<file path="config.mk">
export PLATFORM = sky130hd
export DESIGN_NAME = spisd_responder
export DESIGN_NICKNAME = d
export VERILOG_FILES = /design/src/rtl/spisd_pkg.sv /design/src/rtl/spisd_sck_sync.sv /design/src/rtl/spisd_responder.sv
export SDC_FILE = /design/constraint.sdc
export NUM_CORES = 1
export LEC_CHECK = 0
export ABC_AREA = 1
export CAP_MARGIN = 25
export CORE_MARGIN = 3
export CORE_UTILIZATION = 40
export CTS_BUF_LIST = sky130_fd_sc_hd__clkbuf_4
export CTS_CLUSTER_DIAMETER = 200
export DETAILED_ROUTE_END_ITERATION = 8
export PLACE_DENSITY_LB_ADDON = 0.05
export SLEW_MARGIN = 5
export SYNTH_ARGS = -nofsm -noshare
export SYNTH_HDL_FRONTEND = slang
export SYNTH_SLANG_ARGS = --single-unit
</file>
<file path="constraint.sdc">
create_clock -name clk50 -period 2.9 [get_ports clk50]
set_input_delay 0.435 -clock clk50 [delete_from_list [all_inputs] [get_ports clk50]]
set_output_delay 0.435 -clock clk50 [all_outputs]
set_load 0.02 [all_outputs]
</file>
<file path="src/rtl/spisd_pkg.sv">
// Shared types and constants for the SPI-mode SD card responder.
package spisd_pkg;

    typedef enum logic [2:0] {
        ST_HUNT,
        ST_CMD,
        ST_NCR,
        ST_RESP,
        ST_RDWAIT,
        ST_TOKEN,
        ST_DATA,
        ST_DCRC
    } spisd_state_t;

    localparam logic [5:0] CMD_GO_IDLE      = 6'd0;
    localparam logic [5:0] CMD_SEND_IF_COND = 6'd8;
    localparam logic [5:0] CMD_READ_SINGLE  = 6'd17;
    localparam logic [5:0] CMD_SD_SEND_OP   = 6'd41;
    localparam logic [5:0] CMD_APP          = 6'd55;
    localparam logic [5:0] CMD_READ_OCR     = 6'd58;

    localparam logic [7:0] R1_READY        = 8'h00;
    localparam logic [7:0] R1_IDLE         = 8'h01;
    localparam logic [7:0] R1_ILLEGAL      = 8'h04;
    localparam logic [7:0] R1_ILLEGAL_IDLE = 8'h05;

    localparam logic [31:0] OCR_VALUE  = 32'hC0FF8000;
    localparam logic [7:0]  DATA_TOKEN = 8'hFE;
    localparam logic [7:0]  FILL_BYTE  = 8'hFF;
    localparam int          BLOCK_LEN  = 512;

endpackage

</file>
<file path="src/rtl/spisd_sck_sync.sv">
// Brings SCK, CS_n and MOSI into the clk50 domain and derives SCK edge strobes.
module spisd_sck_sync (
    input  logic i_clk50,
    input  logic i_reset_n,
    input  logic i_sck,
    input  logic i_cs_n,
    input  logic i_mosi,
    output logic o_sck_rise,
    output logic o_sck_fall,
    output logic o_cs_n,
    output logic o_mosi
);
    logic [2:0] r_sck;
    logic [1:0] r_cs_n;
    logic [1:0] r_mosi;

    always_ff @(posedge i_clk50 or negedge i_reset_n) begin
        if (!i_reset_n) begin
            r_sck  <= 3'b000;
            r_cs_n <= 2'b11;
            r_mosi <= 2'b11;
        end else begin
            r_sck  <= {r_sck[1:0], i_sck};
            r_cs_n <= {r_cs_n[0], i_cs_n};
            r_mosi <= {r_mosi[0], i_mosi};
        end
    end

    // r_sck[2] is an extra history bit used only for edge detection
    assign o_sck_rise = r_sck[1] & ~r_sck[2];
    assign o_sck_fall = ~r_sck[1] & r_sck[2];
    assign o_cs_n     = r_cs_n[1];
    assign o_mosi     = r_mosi[1];

endmodule

</file>
<file path="src/rtl/spisd_responder.sv">
// SPI-mode SD card responder: decodes command frames, answers R1/R3/R7 and
// serves single-block reads of a counting data pattern.
//
// state  | meaning
// HUNT   | waiting for a start bit on MOSI
// CMD    | shifting in the rest of the 48-bit command frame
// NCR    | sending Ncr fill bits before the reply
// RESP   | sending R1 / R3 / R7 bytes
// RDWAIT | fill bytes between the read R1 and the data token
// TOKEN  | sending the start-block token
// DATA   | sending the 512-byte block
// DCRC   | sending the two dummy CRC bytes
module spisd_responder #(
    parameter int ACMD41_BUSY_COUNT = 2,
    parameter int NCR_BYTES         = 1,
    parameter int READ_WAIT_BYTES   = 2
) (
    input  logic clk50,
    input  logic reset_n,
    input  logic spisdcard_clk,
    input  logic spisdcard_cs_n,
    input  logic spisdcard_mosi,
    output logic spisdcard_miso,
    output logic idle_o
);
    import spisd_pkg::*;

    localparam int BUSY_W = ($clog2(ACMD41_BUSY_COUNT + 1) < 2) ? 2 : $clog2(ACMD41_BUSY_COUNT + 1);
    localparam logic [BUSY_W-1:0] BUSY_MAX = BUSY_W'(ACMD41_BUSY_COUNT);
    localparam logic [15:0] NCR_BITS  = 16'(NCR_BYTES * 8);
    localparam logic [15:0] WAIT_BITS = 16'(READ_WAIT_BYTES * 8);
    localparam logic [8:0]  LAST_DATA = 9'(BLOCK_LEN - 1);

    logic        w_rise;
    logic        w_fall;
    logic        w_cs_n;
    logic        w_mosi;
    logic [5:0]  w_idx;
    logic [11:0] w_arg_lo;
    logic [7:0]  w_r1;
    logic [7:0]  w_next_byte;

    spisd_state_t      r_state;
    logic [44:0]       r_rx;
    logic [5:0]        r_rxcnt;
    logic [39:0]       r_resp;
    logic [8:0]        r_byte;
    logic [7:0]        r_tx;
    logic [2:0]        r_bitcnt;
    logic [15:0]       r_cnt;
    logic [7:0]        r_dval;
    logic              r_read;
    logic              r_miso;
    logic              r_idle;
    logic              r_app;
    logic [BUSY_W-1:0] r_busy;

    spisd_sck_sync u_sync (
        .i_clk50    (clk50),
        .i_reset_n  (reset_n),
        .i_sck      (spisdcard_clk),
        .i_cs_n     (spisdcard_cs_n),
        .i_mosi     (spisdcard_mosi),
        .o_sck_rise (w_rise),
        .o_sck_fall (w_fall),
        .o_cs_n     (w_cs_n),
        .o_mosi     (w_mosi)
    );

    // r_rx holds frame bits 45..1 when the end bit arrives
    assign w_idx    = r_rx[44:39];
    assign w_arg_lo = r_rx[18:7];
    assign w_r1     = {7'b0, r_idle};

    always_comb begin
        w_next_byte = FILL_BYTE;
        case (r_state)
            ST_NCR:    w_next_byte = r_resp[39:32];
            ST_RESP:   w_next_byte = (r_byte == 9'd0) ? DATA_TOKEN : r_resp[39:32];
            ST_RDWAIT: w_next_byte = DATA_TOKEN;
            ST_TOKEN:  w_next_byte = r_dval;
            ST_DATA:   w_next_byte = (r_byte == LAST_DATA) ? FILL_BYTE : r_dval;
            default:   w_next_byte = FILL_BYTE;
        endcase
    end

    always_ff @(posedge clk50 or negedge reset_n) begin
        if (!reset_n) begin
            r_state  <= ST_HUNT;
            r_rx     <= '0;
            r_rxcnt  <= '0;
            r_resp   <= '0;
            r_byte   <= '0;
            r_tx     <= '1;
            r_bitcnt <= '0;
            r_cnt    <= '0;
            r_dval   <= '0;
            r_read   <= 1'b0;
            r_miso   <= 1'b1;
            r_idle   <= 1'b1;
            r_app    <= 1'b0;
            r_busy   <= '0;
        end else if (w_cs_n) begin
            r_state  <= ST_HUNT;
            r_miso   <= 1'b1;
            r_rxcnt  <= '0;
            r_bitcnt <= '0;
            r_byte   <= '0;
            r_cnt    <= '0;
            r_read   <= 1'b0;
        end else begin
            case (r_state)
                ST_HUNT: if (w_rise && !w_mosi) begin
                    r_rx    <= '0;
                    r_rxcnt <= 6'd1;
                    r_state <= ST_CMD;
                end
                ST_CMD: if (w_rise) begin
                    r_rx    <= {r_rx[43:0], w_mosi};
                    r_rxcnt <= r_rxcnt + 6'd1;
                    if (r_rxcnt == 6'd1 && !w_mosi) begin
                        r_state <= ST_HUNT;
                    end else if (r_rxcnt == 6'd47) begin
                        r_state <= ST_NCR;
                        r_cnt   <= '0;
                        r_byte  <= '0;
                        r_read  <= 1'b0;
                        r_app   <= 1'b0;
                        case (w_idx)
                            CMD_GO_IDLE: begin
                                r_resp <= {R1_IDLE, 32'h0};
                                r_idle <= 1'b1;
                            end
                            CMD_SEND_IF_COND: begin
                                r_resp <= {(r_idle ? R1_IDLE : R1_READY), 16'h0, 4'h0, w_arg_lo};
                                r_byte <= 9'd4;
                            end
                            CMD_APP: begin
                                r_resp <= {w_r1, 32'h0};
                                r_app  <= 1'b1;
                            end
                            CMD_SD_SEND_OP: begin
                                if (!r_app) begin
                                    r_resp <= {R1_ILLEGAL | w_r1, 32'h0};
                                end else if (r_busy < BUSY_MAX) begin
                                    r_resp <= {R1_IDLE, 32'h0};
                                    r_busy <= r_busy + BUSY_W'(1);
                                end else begin
                                    r_resp <= {R1_READY, 32'h0};
                                    r_idle <= 1'b0;
                                end
                            end
                            CMD_READ_OCR: begin
                                r_resp <= {w_r1, OCR_VALUE};
                                r_byte <= 9'd4;
                            end
                            CMD_READ_SINGLE: begin
                                if (r_idle) begin
                                    r_resp <= {R1_ILLEGAL_IDLE, 32'h0};
                                end else begin
                                    r_resp <= {R1_READY, 32'h0};
                                    r_read <= 1'b1;
                                    r_dval <= w_arg_lo[7:0];
                                end
                            end
                            default: r_resp <= {R1_ILLEGAL | w_r1, 32'h0};
                        endcase
                    end
                end
                ST_NCR: if (w_fall) begin
                    if (r_cnt == NCR_BITS) begin
                        r_miso   <= w_next_byte[7];
                        r_tx     <= {w_next_byte[6:0], 1'b1};
                        r_bitcnt <= '0;
                        r_resp   <= r_resp << 8;
                        r_state  <= ST_RESP;
                    end else begin
                        r_cnt <= r_cnt + 16'd1;
                    end
                end
                ST_RDWAIT: if (w_fall) begin
                    if (r_cnt == WAIT_BITS) begin
                        r_miso   <= w_next_byte[7];
                        r_tx     <= {w_next_byte[6:0], 1'b1};
                        r_bitcnt <= '0;
                        r_state  <= ST_TOKEN;
                    end else begin
                        r_cnt <= r_cnt + 16'd1;
                    end
                end
                default: if (w_fall) begin
                    if (r_bitcnt != 3'd7) begin
                        r_miso   <= r_tx[7];
                        r_tx     <= {r_tx[6:0], 1'b1};
                        r_bitcnt <= r_bitcnt + 3'd1;
                    end else begin
                        case (r_state)
                            ST_RESP: begin
                                if (r_byte != 9'd0) begin
                                    r_miso   <= w_next_byte[7];
                                    r_tx     <= {w_next_byte[6:0], 1'b1};
                                    r_bitcnt <= '0;
                                    r_resp   <= r_resp << 8;
                                    r_byte   <= r_byte - 9'd1;
                                end else if (!r_read) begin
                                    r_miso  <= 1'b1;
                                    r_state <= ST_HUNT;
                                end else if (WAIT_BITS == 16'd0) begin
                                    r_miso   <= w_next_byte[7];
                                    r_tx     <= {w_next_byte[6:0], 1'b1};
                                    r_bitcnt <= '0;
                                    r_state  <= ST_TOKEN;
                                end else begin
                                    // this fall already emits the first wait bit
                                    r_miso  <= 1'b1;
                                    r_cnt   <= 16'd1;
                                    r_state <= ST_RDWAIT;
                                end
                            end
                            ST_TOKEN: begin
                                r_miso   <= w_next_byte[7];
                                r_tx     <= {w_next_byte[6:0], 1'b1};
                                r_bitcnt <= '0;
                                r_dval   <= r_dval + 8'd1;
                                r_byte   <= '0;
                                r_state  <= ST_DATA;
                            end
                            ST_DATA: begin
                                r_miso   <= w_next_byte[7];
                                r_tx     <= {w_next_byte[6:0], 1'b1};
                                r_bitcnt <= '0;
                                if (r_byte == LAST_DATA) begin
                                    r_byte  <= '0;
                                    r_state <= ST_DCRC;
                                end else begin
                                    r_byte <= r_byte + 9'd1;
                                    r_dval <= r_dval + 8'd1;
                                end
                            end
                            ST_DCRC: begin
                                if (r_byte == 9'd1) begin
                                    r_miso  <= 1'b1;
                                    r_read  <= 1'b0;
                                    r_byte  <= '0;
                                    r_state <= ST_HUNT;
                                end else begin
                                    r_miso   <= w_next_byte[7];
                                    r_tx     <= {w_next_byte[6:0], 1'b1};
                                    r_bitcnt <= '0;
                                    r_byte   <= 9'd1;
                                end
                            end
                            default: r_state <= ST_HUNT;
                        endcase
                    end
                end
            endcase
        end
    end

    // released chip select forces MISO high without waiting for the synchroniser
    assign spisdcard_miso = r_miso | spisdcard_cs_n;
    assign idle_o         = r_idle;

endmodule
</file>
==> metrics.md <==
| Metric | Value |
|---|---|
| Type of element launching the critical path | `register` |
| Routed WL per cell | `13.6 um` |
| Register clock-pin slew on the reported worst setup and hold paths | `0.16 ns` |
| Final HPWL from detailed placement | `13.6 mm` |
| Hold Violations, Final | `0` |
| First-pass GRT wire length | `34.4 mm` |
| Initial core utilization | `41.2%` |
| Relative max-transition margin | `56.6%` |
| Worst clock skew on the final layout | `0.0314 ns` |
| Final Wtd Congestion | `0.861` |
| Post-detailed-route count of antenna-violating nets | `0` |
| Die width | `151 um` |
| Setup violations, final | `0` |
| Data arrival, critical path | `2.99 ns` |
| Pwr/cell area | `656 mW/mm^2` |
| DRC violations left | `0` |
| Number of nets produced by synthesis | `1184` |
| Post-route clock period utilization | `87.3%` |
| Reg2reg path depth | `15` |
| Run status | `finished, final reports clean` |
| Vias post-DR | `7177` |
| Skew-Pair Late Insertion Delay | `0.56 ns` |
| Post-layout nets | `1182` |
| Deepest level of the CTS H-tree | `4` |
| Gates resized, CTS repair | `0` |
| Dominant cell type by area after synthesis | `dfrtp_1` |
| Number of buffers between clock root and the deepest sink | `2` |
| Clock period minus final worst setup slack | `2.53 ns` |
| Final sum of negative setup slack | `0 ns` |
| Number of global-route vias before repair | `6843` |
| Final Slew Violations | `0` |
| Area of the core | `0.0205 sq mm` |
| Peak supply drop | `0.000310 V` |
| RSZ-0062 raised after global routing | `no` |
| Ratio of cells with drive above 1 in the final layout | `8.49%` |
| Initial antenna violation count | `1` |
| Maximum number of pins on one net before global-route repair | `68` |
| Synth Area per Inst | `7.23 sq um` |
| Total of buffers placed on input and output ports | `6` |
| Routed vias/inst | `4.95` |
| Post-Synthesis Cells | `1167` |
| Worst setup EP type | `register` |
| Class of the tightest hold or removal check | `input port to register` |
| Top cells by area in the synthesized netlist | `dfrtp_1, nand2_1, nand3_1` |
| Register bit total from synthesis | `150` |
| Worst Path Max Fanout | `9` |
| Hold path depth | `1` |
| Drt first pass iters | `5` |
| Kind of critical path | `register to register` |
| Measured slew at the worst slew-check pin | `0.650 ns` |
| Reg-to-reg slack, setup | `0.37 ns` |
| Relative area change from synthesis to final layout | `7.65%` |
| Total wire length | `19.7 mm` |
| Area of the die | `0.0229 sq mm` |
| Data required time of the worst path | `3.36 ns` |
| Top library cells by usage in the layout, fill and taps aside | `nand2_1, nor2_1, dfrtp_1` |
| Commonest non-fill, non-tap cell in the layout | `nand2_1` |
| Max Freq | `0.395 GHz` |
| Inserted Clock Buffers | `17` |
| Overflow left after global routing | `0` |
| Post-synthesis sequential area ratio | `44.7%` |
| Number of unique standard cell types used by synthesis | `38` |
| Leak | `4.21 nW` |
| Boundary pin count | `7` |
| Clock tree sinks | `150` |
| Warnings from Yosys | `0` |
| Die Ht | `151 um` |
| Post-synthesis instance area | `0.00844 sq mm` |
| Number of maximum-capacitance violations | `0` |
| Top-area cell type share of the netlist area | `40.6%` |
| Total routing resource utilization after global routing | `18.5%` |
| Buffer type at the clock tree root | `clkbuf_4` |
| Min Hold Slack | `0.260 ns` |
| TritonCTS clock tree | `done` |
| Row Count | `52` |
| Iter 0 DRT Violations | `394` |
final timing paths:
kind / from / to
min reg2reg: u_sync.r_sck[0]$_DFF_PN0_ / u_sync.r_sck[1]$_DFF_PN0_
min in group asynchronous: reset_n / r_byte[5]$_DFFE_PN0P_
min: spisdcard_mosi / u_sync.r_mosi[0]$_DFF_PN1_
max in group asynchronous: reset_n / r_tx[4]$_DFFE_PN1P_
max: r_byte[1]$_DFFE_PN0P_ / r_state[1]$_DFFE_PN0P_
max reg2reg: r_byte[1]$_DFFE_PN0P_ / r_state[1]$_DFFE_PN0P_
metrics by stage:
step                      total power [mW]  instance area, sq um  setup WS, ns  std cells  util, %
final                                 5.96                  9080         0.369       1450     44.3
after global routing                  6.43                  9080        0.0818       1450     44.3
after CTS                             6.05                  9080         0.417       1448     44.3
after detailed placement              4.57                  8750         0.450       1415     42.7
after global placement                4.58                  8750         0.512       1415     42.7
after floorplan                       4.06                  8440         0.836       1167        -
synthesized netlist by cell type, drive strengths merged:
cell,count
dfrtp,137
a21oi,14
ha,12
nand3,115
dfstp,13
o21bai,6
clkbuf,19
nor3,7
buf,24
nor2,151
clkinv,1
nand3b,5
o21ai,116
xor2,3
or2,4
o31ai,17
o211ai,7
o22ai,4
inv,110
nand4,20
nand2,380
nor4,2
layout make-up:
cell class | count | area (sq um)
antenna | 2 | 5.00
fill | 2148 | 11400
clock inverter | 15 | 189
inverter | 111 | 417
timing repair buffer | 22 | 209
sequential | 150 | 3770
tap | 270 | 338
multi-input combinational | 863 | 4030
clock buffer | 17 | 128
power by group:
| group | switching [mW] | internal [mW] |
|---|---|---|
| sequential | 0.178 | 2.26 |
| combinational | 1.51 | 0.563 |
| clock | 0.901 | 0.550 |
| total | 2.59 | 3.37 |
cells by family (layout without fill, tap and decap cells):
family	count (synthesis)	in the layout	synth area share, %
AOI/OAI and AO/OA	164	164	10.9
xor gates and xnor gates	3	3	0.311
adders and majority gates	12	12	1.78
buffers and inverters	154	165	7.58
DFF	150	150	44.7
other	0	2	0
and+or+nand+nor	684	684	34.8
layer usage:
metal	vias up	share of wire, %	global-route usage (%)
met5	-	0	0
met4	0	0.70	2.86
met3	11	2.8	3.32
met2	91	46	30.5
met1	3301	50	26.0
li1	3774	-	-
flip-flops by register name (all words and copies together), names as in the netlist:
signal	flops
u_sync.r_mosi	2
r_tx	7
r_miso	1
r_rxcnt	6
r_busy	2
r_rx	45
r_app	1
r_cnt	16
idle_o	1
u_sync.r_sck	3
r_byte	9
r_state	3
u_sync.r_cs_n	2
r_bitcnt	3
r_read	1
r_dval	8
r_resp	40
worst max-delay path: stages, from the launching register on:
cell and delay [ns]:
dfrtp_1 0.42, ha_1 0.19, nand3_1 0.11, nor2_1 0.18, nand2_1 0.10, nor3_1 0.18, ha_1 0.37, inv_1 0.08
nand2_1 0.12, nand2_1 0.07, nand2_1 0.06, nand3_1 0.08, nor2_1 0.21, nand2_1 0.13, nand2_1 0.08, nand2_1 0.06
repair_timing:
action                                 CTS  global route
setup endpoints to repair                0             0
buffers inserted                         0             0
endpoints found under the hold margin   60             0
hold buffers                             1             0
(Power assumes the default switching activity.)
